## config.mk

```make
export PLATFORM = sky130hd
export DESIGN_NAME = td4_register_bank
export DESIGN_NICKNAME = d
export VERILOG_FILES = /design/src/rtl/td4_register_bank.sv
export SDC_FILE = /design/constraint.sdc
export NUM_CORES = 1
export LEC_CHECK = 0
export CAP_MARGIN = 10
export CORE_UTILIZATION = 38
export DETAILED_ROUTE_END_ITERATION = 10
export GPL_TIMING_DRIVEN = 0
export PLACE_DENSITY = 0.81
export SLEW_MARGIN = 10
export SYNTH_ARGS = -nofsm -noshare
export SYNTH_HDL_FRONTEND = slang
export SYNTH_SLANG_ARGS = --single-unit
```

## constraint.sdc

```tcl
create_clock -name CLK -period 1 [get_ports CLK]
set_clock_uncertainty 0.05 [all_clocks]
set_input_delay 0.1 -clock CLK [delete_from_list [all_inputs] [get_ports CLK]]
set_output_delay 0.1 -clock CLK [all_outputs]
set_load 0.1 [all_outputs]
```

## src/rtl/td4_register_bank.sv

```systemverilog
// TD4 architectural state: A, B, output port, program counter and carry flag.
// Captures the adder sum into the selected registers and steps the PC once per enabled cycle.
module td4_register_bank #(
  parameter int unsigned           WIDTH    = 4,
  parameter logic [WIDTH-1:0]      PC_RESET = '0
) (
  input  logic             CLK,
  input  logic             N_RESET,
  input  logic             CE,
  input  logic [WIDTH-1:0] SUM,
  input  logic             CARRY,
  input  logic [3:0]       LOAD,
  output logic [WIDTH-1:0] REG_A,
  output logic [WIDTH-1:0] REG_B,
  output logic [WIDTH-1:0] OUT_PORT,
  output logic [WIDTH-1:0] PC,
  output logic             C_FLAG
);

  logic [WIDTH-1:0] pcNext;

  // The increment wraps naturally; its carry out is dropped and never reaches C_FLAG.
  always_comb begin
    pcNext = PC + WIDTH'(1);
    if (LOAD[3]) begin
      pcNext = SUM;
    end
  end

  always_ff @(posedge CLK) begin
    if (!N_RESET) begin
      REG_A    <= '0;
      REG_B    <= '0;
      OUT_PORT <= '0;
    end else if (CE) begin
      if (LOAD[0]) REG_A    <= SUM;
      if (LOAD[1]) REG_B    <= SUM;
      if (LOAD[2]) OUT_PORT <= SUM;
    end
  end

  // The flag follows the adder carry on every enabled step, independent of LOAD.
  always_ff @(posedge CLK) begin
    if (!N_RESET) begin
      PC     <= PC_RESET;
      C_FLAG <= 1'b0;
    end else if (CE) begin
      PC     <= pcNext;
      C_FLAG <= CARRY;
    end
  end

endmodule

```

-- Word-level counts from Yosys, hierarchy flattened
Index checks and enable logic that the tools add are counted.
- $add $sub $neg: 1
- multipliers: 0
- div/mod/pow operators: 0
- order comparisons: 0
- equal/unequal tests: 0
- shifts and indexed selects: 0
- mux-type cells: 1
- bitwise gates (word level): 0
- reductions and logical operators: 3
- operator list (cell ; number):
    $reduce_and 2->1 ; 3
    $add 4x1->4 const B ; 1
    $mux 4 ; 1
- flip-flop bits (word level): 17
- bits in latches: 0
- bits in writable memories: 0
- ROM bits: 0
- bits of input ports: 12
- memories kept: 0

-- Longest topological paths before layout
- depth in word-level cells: 2
- gate-level depth with buffers: 5

-- Worst setup path after synthesis
OpenSTA, ideal clock, no wires.
- path kind: reg2reg
- start point: register PC[0]
- end point: register PC[3]
- library setup time: 0.120 ns
- data arrival time: 1.631 ns
- slack: -0.801 ns
- cell stages (with the launch flop): 4
- path buffers: 0
- period minus slack after synthesis: 1.801 ns
- cells stage by stage: dfxtp_1 nand3_1 nor3b_1 o31a_1
- longest elaborated chain between the ends: 2
- ends and longest elaborated chain (what ; line ; source):
    start, declared ; 16 ; output logic [WIDTH-1:0] PC,
    start signal, assigned ; 48 ; PC <= pcNext;
    $add 4x1->4 ; 24 ; pcNext = PC + WIDTH'(1);
    $mux 4 ; 25 ; if (LOAD[3]) begin
Every way passes these cells.
A chain may end at the register's enable or synchronous reset.

-- Final worst setup path
- start point: register PC[1]
- end point: register PC[1]
Same word-level chain as after synthesis.

==> implementation parameters <==
Parameter                              Value

Cells and area
  Post-layout utilization of the core ... 73.33%
  Total Nets Final ... 130
  Synthesis-to-layout area growth ... 73.40%
  Most frequent cells in the layout ... sky130_fd_sc_hd__buf_12 (17), sky130_fd_sc_hd__nand3_1 (15), sky130_fd_sc_hd__nand2_1 (14), sky130_fd_sc_hd__dfxtp_2 (13), sky130_fd_sc_hd__a21boi_1 (13)
  Antenna diode instance count ... 0
  Most common library cell in the layout ignoring fill and taps ... sky130_fd_sc_hd__buf_12
  Final Instance Count excl. Fillers ... 141
  Layout cells sized above 1 ... 44.83%

Placement
  Instance count after placement with tap cells included ... 136
  Detailed-placement wirelength estimate ... 1360 µm
  Placer's final routability congestion estimate ... 0.7835
  Port-buffer cells ... 26
  Worst-case setup slack after placement ... -0.6436 ns

Synthesis
  Post-synth EDFFs ... 0
  Post-synthesis sequential area ratio ... 44.66%
  Library cells used by synthesis ... 21
  FFs w/ async S/R, synth ... 0%
  Nets in the synthesized netlist ... 98
  Share of synthesized cell area in full adder, half adder and majority cells ... 1.642%
  Number of instances in the synthesized netlist ... 85
  Simple-gate area share of the yosys netlist ... 26.77%
  Dominant combinational cell family by area after synthesis ... simple AND/OR/NAND/NOR gates
  Compound-Gate Fraction of Synth Area ... 18.23%
  FF+latch count, synth ... 17
  Avg Cell Area, Syn ... 8.964 µm²
  Fraction of synthesized cell area in xor and xnor cells ... 0%
  Synthesis warning total ... 0
  Most instantiated flip-flop cell in the synthesis netlist ... sky130_fd_sc_hd__dfxtp_1
  Fraction of synthesized area in multiplexers ... 2.627%
  Post-Synthesis Cell Area ... 762.0 µm²

Floorplan
  Core footprint ... 1802 µm²
  Die width ... 46.78 µm
  Die Y-Extent ... 46.78 µm
  Ports ... 29
  Full die area ... 2188 µm²
  Placement Rows ... 15
  Initial cell density of the core ... 42.29%

Timing
  Final clock period utilization by the worst path ... 108.1%
  Hold Violations, Final ... 0
  Final setup viols ... 5
  Remaining max-slew budget at the tightest pin ... 77.69%
  Max-slew violation count ... 0
  Min setup slack post-route ... -0.08085 ns
  Tmin final ... 1.081 ns
  RSZ-0062 raised after global routing ... true
  Highest achievable clock rate ... 925.2 MHz
  Transition at the pin with the smallest max-transition slack ... 0.3342 ns

Drt
  Via-per-instance ratio ... 5.333
  DR pass1 iterations ... 4
  DRT antenna net count ... 0
  Total routed wirelength ... 2113 µm
  Post-DR wirelength/cell ... 14.99 µm
  Drc violations ... 0
  Vias after detailed routing ... 752
  First-iteration detailed-routing DRC count ... 19

CTS
  TritonCTS clock tree ... yes
  Clock latency of the later-clocked register in the worst-skew pair ... 0.29 ns
  Hold_buf cts ... 0
  Buffer type at the clock tree root ... sky130_fd_sc_hd__clkbuf_4
  Maximum buffer depth of the clock tree ... 2
  TritonCTS Buffers ... 3
  Depth of the CTS H-tree ... 1
  Clock tree sinks ... 17
  Clock slew at reported path FFs ... 0.10 ns

GRT
  Wire length of the first global-routing pass ... 3098 µm
  Antenna violations before repair ... 0
  GRT Util Overall ... 20.30%
  Residual overflow from global routing ... 0
  Vias in the first global route ... 685
  Pin count of the biggest net entering global routing ... 11

Setup path
  Critical-path cell list ... ha_4, mux2i_1, nand2_1, o211a_1
  Start-to-end type of the worst setup path ... reg -> reg
  Kind of cell adding the most delay to the critical path ... flip-flops
  Critical Path Source Type ... register
  Critical Path Start ... PC[1]
  Highest fanout seen on the critical path ... 4
  Peak per-stage delay on the critical path ... 0.39 ns
  Flop2flop setup slack ... -0.08 ns
  Critical Path End Type ... register
  Data arrival, critical path ... 1.22 ns
  Reg2reg start ... PC[1]
  Worst-path cell with the longest stage delay ... sky130_fd_sc_hd__dfxtp_4
  Buffers and inverters on the worst path ... 0
  Required arrival time at the worst endpoint ... 1.14 ns

Pwr
  Leakage power ... 0.0005153 µW
  Maximum vdd ir drop ... 855.3 µV
  Cell Pwr Density ... 1313 nW/µm²

Run status
  Run status ... complete, but fails checks
  Failing checks ... negative setup slack

Hold path
  Worst min-delay path category ... in -> reg
  Start point of the worst hold path ... CE

Flow run
  # Max-Cap Violations ... 0
## worst reg2reg max path, delay by kind of cell, from the launching register on
family,cells,cell delay (ns)
adder cells (fa/ha/maj),1,0.23
AO/OA/AOI/OAI,1,0.11
AND/OR/NAND/NOR,1,0.08
flip-flops,1,0.39
multiplexers,1,0.13
## repair_timing
| action | in CTS | in global routing |
|---|---|---|
| buffers inserted | 1 | 0 |
| pin swaps | 3 | 1 |
| endpoints found under the setup margin | 23 | 26 |
| resized for setup | 148 | 11 |
## final timing paths
check,to,cells after the start
worst max-delay path,PC[1],4
worst min-delay path,PC[0],3
worst max register to register,PC[1],4
worst min register to register,REG_A[3],2
## final cells by class
cell class	count	area, µm²
sequential	17	371.6
tap	25	31.28
clock inverter	1	5.005
clock buffer	3	22.52
timing repair buffer	27	440.4
fill	142	480.5
buffer	5	45.04
inverter	1	3.754
multi-input combinational	62	401.6
## through the flow
| stage | power [µW] | area (µm²) | hold WS, ns | TNS (ns) |
|---|---|---|---|---|
| floorplan | 1120 | 803.3 | 0.1792 | -0.6052 |
| global placement | 1255 | 1095 | 0.3433 | -13.10 |
| detailed placement | 1263 | 1095 | 0.3533 | -13.53 |
| CTS | 1706 | 1270 | 0.04012 | -0.1801 |
| global route | 1812 | 1321 | 0.03375 | -0.7440 |
| finish | 1735 | 1321 | 0.04483 | -0.1863 |
## Yosys cell counts, drive strengths merged, types with 2 or more instances
| library cell | instances | share of area (%) |
|---|---|---|
| a21boi | 13 | 13 |
| mux2i | 2 | 2.6 |
| nand2 | 17 | 9.4 |
| buf | 4 | 4.9 |
| o21ai | 3 | 2.0 |
| dfxtp | 17 | 45 |
| nand2b | 2 | 1.6 |
| nand3 | 16 | 11 |
## cells by family (layout without fill, tap and decap cells)
kind of cell	Yosys count	count (layout)
and+or+nand+nor	40	40
AOI/OAI and AO/OA	19	19
DFF	17	17
buffers and inverters	6	37
muxes	2	2
adders and majority gates	1	1
## registers in the layout, indices dropped and copies added, names as in the netlist
register	cells
OUT_PORT	4
REG_A	4
PC	4
REG_B	4
C_FLAG	1
## power by group
part           total [µW]  internal [µW]  switching, µW
Combinational         596            231            364
Sequential            762            715           46.8
Clock                 378            149            229
Total                1740           1090            640
## metal layers
| metal | global-route usage [%] | vias up | wire length, µm |
|---|---|---|---|
| li1 | - | 360 | - |
| met1 | 24.47 | 355 | 860 |
| met3 | 3.846 | 2 | 106 |
| met4 | 6.857 | 0 | 12 |
| met2 | 36.11 | 35 | 1134 |
| met5 | 0 | - | 0 |
(Power assumes the default switching activity.)
